### src/rtl/traffic_light_pkg.sv
// Shared types and lamp encodings for the two-road traffic light controller.
package traffic_light_pkg;

  typedef enum logic [2:0] {G1, Y1, AR1, G2, Y2, AR2, NIGHT} state_e;

  localparam logic [2:0] LAMP_R   = 3'b100;
  localparam logic [2:0] LAMP_Y   = 3'b010;
  localparam logic [2:0] LAMP_G   = 3'b001;
  localparam logic [2:0] LAMP_OFF = 3'b000;

  // Returns {light1, light2} for a state; flash only matters in NIGHT.
  function automatic logic [5:0] state_lamps(state_e s, logic flash);
    logic [5:0] lamps;
    case (s)
      G1:      lamps = {LAMP_G, LAMP_R};
      Y1:      lamps = {LAMP_Y, LAMP_R};
      G2:      lamps = {LAMP_R, LAMP_G};
      Y2:      lamps = {LAMP_R, LAMP_Y};
      NIGHT:   lamps = flash ? {LAMP_Y, LAMP_Y} : {LAMP_OFF, LAMP_OFF};
      default: lamps = {LAMP_R, LAMP_R};
    endcase
    return lamps;
  endfunction

endpackage

### src/rtl/traffic_light_ctrl_if.sv
// Road-side signal bundle: mode/button inputs, lamp drives and countdown display.
interface traffic_light_ctrl_if;
  logic       night_mode;
  logic       ped_req;
  logic [2:0] light1;
  logic [2:0] light2;
  logic [3:0] cnt_tens;
  logic [3:0] cnt_ones;
  logic       cnt_blank;
  logic       tick;

  modport master (
    output night_mode, ped_req,
    input  light1, light2, cnt_tens, cnt_ones, cnt_blank, tick
  );

  modport slave (
    input  night_mode, ped_req,
    output light1, light2, cnt_tens, cnt_ones, cnt_blank, tick
  );
endinterface

### src/rtl/tick_prescaler.sv
// Divides the system clock down to a one-cycle tick pulse at TICK_HZ.
module tick_prescaler #(
  parameter int unsigned CLK_HZ  = 30_000_000,
  parameter int unsigned TICK_HZ = 1
) (
  input  logic clk30M,
  input  logic Reset,
  output logic tick
);

  localparam int unsigned Div  = CLK_HZ / TICK_HZ;
  localparam int unsigned CntW = (Div > 1) ? $clog2(Div) : 1;

  logic [CntW-1:0] r_cnt;
  logic            w_wrap;

  assign w_wrap = (r_cnt == CntW'(Div - 1));
  assign tick   = w_wrap;

  always_ff @(posedge clk30M or negedge Reset) begin
    if (!Reset) begin
      r_cnt <= '0;
    end else if (w_wrap) begin
      r_cnt <= '0;
    end else begin
      r_cnt <= r_cnt + 1'b1;
    end
  end

endmodule

### src/rtl/traffic_light_ctrl.sv
// Two-road traffic light controller: phase FSM with all-red clearance, pedestrian
// shortening of green, flashing-yellow night mode and a BCD countdown output.
module traffic_light_ctrl
  import traffic_light_pkg::*;
#(
  parameter int unsigned CLK_HZ   = 30_000_000,
  parameter int unsigned TICK_HZ  = 1,
  parameter int unsigned T_GREEN1 = 40,
  parameter int unsigned T_GREEN2 = 25,
  parameter int unsigned T_YELLOW = 5,
  parameter int unsigned T_ALLRED = 2,
  parameter int unsigned T_PED    = 5,
  parameter int unsigned CNT_W    = 7
) (
  input  logic                 clk30M,
  input  logic                 Reset,
  traffic_light_ctrl_if.slave  bus
);

  if (T_GREEN1 < 1 || T_GREEN1 > 99 || T_GREEN2 < 1 || T_GREEN2 > 99 ||
      T_YELLOW < 1 || T_YELLOW > 99 || T_ALLRED < 1 || T_ALLRED > 99 ||
      T_PED < 1 || T_PED > 99) begin : g_bad_duration
    $error("traffic_light_ctrl: phase durations must lie in 1..99");
  end
  if (TICK_HZ == 0 || (CLK_HZ % TICK_HZ) != 0) begin : g_bad_tick
    $error("traffic_light_ctrl: CLK_HZ must be a multiple of TICK_HZ");
  end
  if (CNT_W < 7) begin : g_bad_width
    $error("traffic_light_ctrl: CNT_W too narrow to hold 99");
  end

  localparam logic [CNT_W-1:0] RemGreen1 = CNT_W'(T_GREEN1);
  localparam logic [CNT_W-1:0] RemGreen2 = CNT_W'(T_GREEN2);
  localparam logic [CNT_W-1:0] RemYellow = CNT_W'(T_YELLOW);
  localparam logic [CNT_W-1:0] RemAllRed = CNT_W'(T_ALLRED);
  localparam logic [CNT_W-1:0] RemPed    = CNT_W'(T_PED);
  localparam logic [CNT_W-1:0] RemOne    = CNT_W'(1);
  localparam logic [CNT_W-1:0] RemTen    = CNT_W'(10);

  state_e           r_state, w_state_next;
  logic [CNT_W-1:0] r_rem, w_rem_next;
  logic             r_ped_pend, w_ped_next;
  logic             r_flash, w_flash_next;
  logic [2:0]       r_light1, r_light2;
  logic             w_tick;
  logic             w_enter_y;

  tick_prescaler #(
    .CLK_HZ  (CLK_HZ),
    .TICK_HZ (TICK_HZ)
  ) u_tick_prescaler (
    .clk30M (clk30M),
    .Reset  (Reset),
    .tick   (w_tick)
  );

  always_comb begin
    w_state_next = r_state;
    w_rem_next   = r_rem;
    w_flash_next = r_flash;
    w_enter_y    = 1'b0;
    if (w_tick) begin
      case (r_state)
        G1, G2: begin
          // Night request cuts green short; otherwise a pending pedestrian trims it.
          if (bus.night_mode || r_rem == RemOne) begin
            w_state_next = (r_state == G1) ? Y1 : Y2;
            w_rem_next   = RemYellow;
            w_enter_y    = 1'b1;
          end else if (r_ped_pend && r_rem > RemPed) begin
            w_rem_next = RemPed;
          end else begin
            w_rem_next = r_rem - 1'b1;
          end
        end
        Y1, Y2: begin
          if (r_rem == RemOne) begin
            w_state_next = (r_state == Y1) ? AR2 : AR1;
            w_rem_next   = RemAllRed;
          end else begin
            w_rem_next = r_rem - 1'b1;
          end
        end
        AR1, AR2: begin
          if (r_rem == RemOne) begin
            if (bus.night_mode) begin
              w_state_next = NIGHT;
              w_rem_next   = '0;
            end else if (r_state == AR1) begin
              w_state_next = G1;
              w_rem_next   = RemGreen1;
            end else begin
              w_state_next = G2;
              w_rem_next   = RemGreen2;
            end
          end else begin
            w_rem_next = r_rem - 1'b1;
          end
        end
        NIGHT: begin
          if (!bus.night_mode) begin
            w_state_next = AR1;
            w_rem_next   = RemAllRed;
            w_flash_next = 1'b0;
          end else begin
            w_flash_next = ~r_flash;
          end
        end
        default: begin
          w_state_next = AR1;
          w_rem_next   = RemAllRed;
        end
      endcase
    end
    w_ped_next = bus.ped_req | (r_ped_pend & ~w_enter_y);
  end

  always_ff @(posedge clk30M or negedge Reset) begin
    if (!Reset) begin
      r_state    <= AR1;
      r_rem      <= RemAllRed;
      r_ped_pend <= 1'b0;
      r_flash    <= 1'b0;
      r_light1   <= LAMP_R;
      r_light2   <= LAMP_R;
    end else begin
      r_state              <= w_state_next;
      r_rem                <= w_rem_next;
      r_ped_pend           <= w_ped_next;
      r_flash              <= w_flash_next;
      {r_light1, r_light2} <= state_lamps(r_state, r_flash);
    end
  end

  assign bus.light1    = r_light1;
  assign bus.light2    = r_light2;
  assign bus.cnt_tens  = 4'(r_rem / RemTen);
  assign bus.cnt_ones  = 4'(r_rem % RemTen);
  assign bus.cnt_blank = (r_state == NIGHT);
  assign bus.tick      = w_tick;

endmodule
### src/flat_wrapper.sv
// flat-port wrapper written by rule: the top's interface ports become plain ports
module traffic_light_ctrl_flat import traffic_light_pkg::*;
#(
  parameter int unsigned CLK_HZ   = 30_000_000,
  parameter int unsigned TICK_HZ  = 1,
  parameter int unsigned T_GREEN1 = 40,
  parameter int unsigned T_GREEN2 = 25,
  parameter int unsigned T_YELLOW = 5,
  parameter int unsigned T_ALLRED = 2,
  parameter int unsigned T_PED    = 5,
  parameter int unsigned CNT_W    = 7
)
  (clk30M, Reset, bus_night_mode, bus_ped_req, bus_light1, bus_light2, bus_cnt_tens, bus_cnt_ones, bus_cnt_blank, bus_tick);
  traffic_light_ctrl_if bus_i ();
  input  logic clk30M;
  input  logic Reset;
  input wire logic [$bits(bus_i.night_mode)-1:0] bus_night_mode;
  input wire logic [$bits(bus_i.ped_req)-1:0] bus_ped_req;
  output wire logic [$bits(bus_i.light1)-1:0] bus_light1;
  output wire logic [$bits(bus_i.light2)-1:0] bus_light2;
  output wire logic [$bits(bus_i.cnt_tens)-1:0] bus_cnt_tens;
  output wire logic [$bits(bus_i.cnt_ones)-1:0] bus_cnt_ones;
  output wire logic [$bits(bus_i.cnt_blank)-1:0] bus_cnt_blank;
  output wire logic [$bits(bus_i.tick)-1:0] bus_tick;
  assign bus_i.night_mode = bus_night_mode;
  assign bus_i.ped_req = bus_ped_req;
  assign bus_light1 = bus_i.light1;
  assign bus_light2 = bus_i.light2;
  assign bus_cnt_tens = bus_i.cnt_tens;
  assign bus_cnt_ones = bus_i.cnt_ones;
  assign bus_cnt_blank = bus_i.cnt_blank;
  assign bus_tick = bus_i.tick;
  traffic_light_ctrl #(.CLK_HZ(CLK_HZ), .TICK_HZ(TICK_HZ), .T_GREEN1(T_GREEN1), .T_GREEN2(T_GREEN2), .T_YELLOW(T_YELLOW), .T_ALLRED(T_ALLRED), .T_PED(T_PED), .CNT_W(CNT_W)) u_core (.clk30M(clk30M), .Reset(Reset), .bus(bus_i));
endmodule
### config.mk
export PLATFORM = sky130hd
export DESIGN_NAME = traffic_light_ctrl_flat
export DESIGN_NICKNAME = d
export VERILOG_FILES = /design/src/rtl/traffic_light_pkg.sv /design/src/rtl/traffic_light_ctrl_if.sv /design/src/rtl/tick_prescaler.sv /design/src/rtl/traffic_light_ctrl.sv /design/src/flat_wrapper.sv
export SDC_FILE = /design/constraint.sdc
export NUM_CORES = 1
export LEC_CHECK = 0
export ABC_AREA = 1
export CAP_MARGIN = 20
export CORE_ASPECT_RATIO = 0.5
export CORE_MARGIN = 1.5
export CORE_UTILIZATION = 44
export DETAILED_ROUTE_END_ITERATION = 7
export PLACE_DENSITY_LB_ADDON = 0.15
export SYNTH_ARGS = -nofsm -noshare
export SYNTH_HDL_FRONTEND = slang
export SYNTH_HIERARCHICAL = 1
export SYNTH_SLANG_ARGS = --single-unit
export TNS_END_PERCENT = 20
### constraint.sdc
create_clock -name clk30M -period 3.7 [get_ports clk30M]
set_clock_uncertainty 0.1 [all_clocks]
set_input_delay 0.37 -clock clk30M [delete_from_list [all_inputs] [get_ports clk30M]]
set_output_delay 0.37 -clock clk30M [all_outputs]
set_load 0.03 [all_outputs]
==> key figures <==
STA
  – Final worst path period need: roughly 3.5 ns
  – RSZ-0062 raised after global routing: no
  – Final worst-path cycle share: 0.935
  – Fmax: between 200 and 300 MHz
  – Setup TNS: 0 ns
  – Worst hold slack: between 0.1 and 0.15 ns
  – Slew headroom: 0.359
  – Tightest Pin Transition: 0.961 ns
  – Slew Viols, Final: 0
  – Final hold vios: 0
  – Setup Viol. Count Final: 0

Synth
  – Netlist Area Pre-Place: around 2800 µm²
  – Synth warnings: 6
  – Number of flops mapped to enable cells by yosys: 0
  – Area contributors post-synth: dfrtp_1 35%, nand2_1 13%, nor2_1 8.1%, inv_1 6.9%, nand3_1 4.5%
  – Commonest cells post-synth: 93 x nand2_1, 60 x nor2_1, 51 x inv_1, 39 x dfrtp_1, 25 x nand3_1
  – Seq cells post-synth: 43
  – Cell taking the most area after synthesis: dfrtp_1
  – Post-Syn Nets: between 300 and 400
  – Most frequent cell after synthesis: nand2_1
  – Sequential area share after synthesis: 0.391
  – Share of the synthesized area in the top cell type: 0.353
  – Post-synth top flop: dfrtp_1
  – FFs w/ async S/R, synth: 1.00
  – Mean Syn Cell Area: ~7.3 µm²
  – Post-Synthesis Cells: between 300 and 400
  – Synth cell types: 32

Worst setup path
  – Top cell by count, worst path: nand2_2
  – Critical Path Slowest Stage Cell: clkdlybuf4s50_1
  – Kind of critical path: flop to primary output
  – Register-to-Register Path Depth: 13
  – Worst setup EP type: primary output
  – Crit-path cells: nor2_2 > nand2_1 > nand2_4 > nand2_2 > nand3_2 > nand2_2 > nand2_4 > nand2_2 > nand2_1 > inv_1 > ha_1 > inv_1 > nand3_2 > nand3_4 > clkdlybuf4s50_1
  – Max incr delay on CP: 0.67 ns
  – CP required: around 3.2 ns
  – CP Max Fanout: 6
  – CP arrival: approximately 3.0 ns
  – Startpoint types: flop

Placed design
  – Inst Count DP: about 490
  – Placed cell area: approximately 3000 µm²
  – Port Buf Inserts: 19
  – Dpl hpwl: roughly 4.4 mm
  – Gpl congestion: between 0.8 and 0.9

Clock tree
  – Clk_lat worst skew: 0.28 ns
  – CTS H-tree depth: 2
  – Root Driver: clkbuf_16
  – Clk pin slew, worst setup/hold paths: about 0.06 ns
  – CTS Buffer Depth: 2
  – Num CTS Buffers: 5
  – CTS tree: built
  – Clock sinks: 43

Min path
  – Worst Hold Class: input pin to asynchronous set/reset pin

Global routing
  – Congestion Overflow GR: 0
  – GR Util All Layers: 0.186
  – Number of global-route vias before repair: 2303
  – First-pass GRT wire length: slightly below 10 mm
  – Initial antenna violation count: 0
  – Pin count of the biggest net entering global routing: 44

Floorplan
  – Initial Utilization: 0.456
  – Row cnt: 20
  – IO Count: 20
  – Core Area: 6060 µm²
  – Die area: roughly 6800 µm²
  – Chip Width: between 100 and 150 µm
  – Die height: 59.0 µm

Finish
  – Final Net Count: 415
  – Antenna Cells: 0
  – Fraction of layout cells with a size suffix above 1: 0.131
  – Fin area: 3210 µm²
  – P&R area growth vs syn: 16.2%
  – Fillers: 599
  – Cell Count, Final, Fillers Out: 494

Detailed routing
  – Vias: roughly 2400
  – Antenna-violating nets left: 0
  – Drt initial violations: between 100 and 150
  – Vias/cell: approximately 4.9
  – Routed length per placed instance: between 10 and 15 µm
  – Drt first pass iters: 4
  – Final wirelength: 5.86 mm
  – DRC errors left: 0

Job
  – Max cap viols: 0

Power
  – Peak ir drop on the vdd network: around 0.15 mV
  – Pwr dens: ~290 nW/µm²
  – Power Total: 0.934 mW
  – Leakage dissipation: between 1.5 and 2 nW

Outcome
  – Outcome: complete, no violations
[through the flow]
stage                     worst slack [ns]   util
after floorplan                      0.959      -
after global placement               0.598  0.503
after detailed placement             0.451  0.503
after CTS                            0.133  0.529
after global routing                0.0737  0.530
final                                0.241  0.530
[path summary, 6_finish.rpt]
check | start | endpoint | slack, ns
setup / recovery | u_core/r_rem[5] | bus_cnt_tens[0] | 0.24
hold / removal | Reset | u_core/u_tick_prescaler/r_cnt[20] | 0.15
setup reg to reg | u_core/u_tick_prescaler/r_cnt[0] | u_core/r_state[2] | 1.17
hold reg to reg | u_core/u_tick_prescaler/r_cnt[6] | u_core/u_tick_prescaler/r_cnt[6] | 0.41
max in group asynchronous | Reset | u_core/r_rem[2] | 2.76
min in group clk30M | u_core/u_tick_prescaler/r_cnt[6] | u_core/u_tick_prescaler/r_cnt[6] | 0.41
[registers in the layout (all words and copies together), names as in the netlist]
register                       count
u_core/bus.light1                  3
u_core/bus.light2                  3
u_core/r_flash                     1
u_core/r_ped_pend                  1
u_core/r_rem                       7
u_core/r_state                     3
u_core/u_tick_prescaler/r_cnt     25
[power by group]
part	leakage [nW]	internal (mW)	switching (mW)
clock network	0.0772	0.287	0.163
logic	0.942	0.00245	0.0108
registers	0.526	0.471	0
total	1.55	0.760	0.174
[metal layers]
metal,share of wire,global-route usage,up-vias
li1,-,-,1237
met3,0.028,0.0348,16
met2,0.49,0.345,47
met5,0,0,-
met1,0.46,0.224,1127
met4,0.018,0.0600,0
[logic make-up after synthesis]
logic type,synth area share
xor+xnor,0.0507
buf+inv,0.0819
flops,0.391
simple gates,0.371
compound gates,0.0779
fa+ha+maj,0.0272
[repair_timing]
| action | in CTS | in global routing |
|---|---|---|
| endpoints found under the setup margin | 0 | 3 |
| hold buffers | 0 | 0 |
| resized for setup | 0 | 3 |
| setup buffers | 0 | 0 |
[area by class of cell]
type	instances	area [µm²]	area share
clock buffer	8	156	0.0487
inverter	57	215	0.0670
multi-input combinational	279	1460	0.453
sequential	43	1080	0.337
tap	88	110	0.0343
timing repair buffer	19	193	0.0600
[worst max-delay path: cells and delay by family (launching register included)]
family                   cells  cell delay, ns
adder cells (fa/ha/maj)      1            0.21
buffers and inverters        3            0.82
flip-flops                   1            0.45
AND/OR/NAND/NOR             11            1.23
[placed cells by master, fill, tap and decap left out]
cell	count
nand2_1	93
nor2_1	60
inv_1	51
dfrtp_1	39
nand3_1	25
o21ai_0	18
clkdlybuf4s50_1	15
nand2_2	13
a21oi_1	9
xor2_1	9
nand4_1	7
xnor2_1	7
ha_1	6
clkbuf_16	5
inv_2	5
nor2_2	5
nand2_4	4
dfstp_2	4
nor2_4	4
dlymetal6s2s_1	3
or2_2	3
clkbuf_8	2
a21oi_2	2
nand3_2	2
nand3_4	2
a31oi_1	2
o22ai_1	2
clkbuf_1	1
buf_2	1
o2111ai_1	1
o32ai_1	1
a22oi_1	1
o211ai_1	1
o21ai_1	1
and3_1	1
clkinv_2	1
No activity file was read; power rests on OpenSTA's default activity.
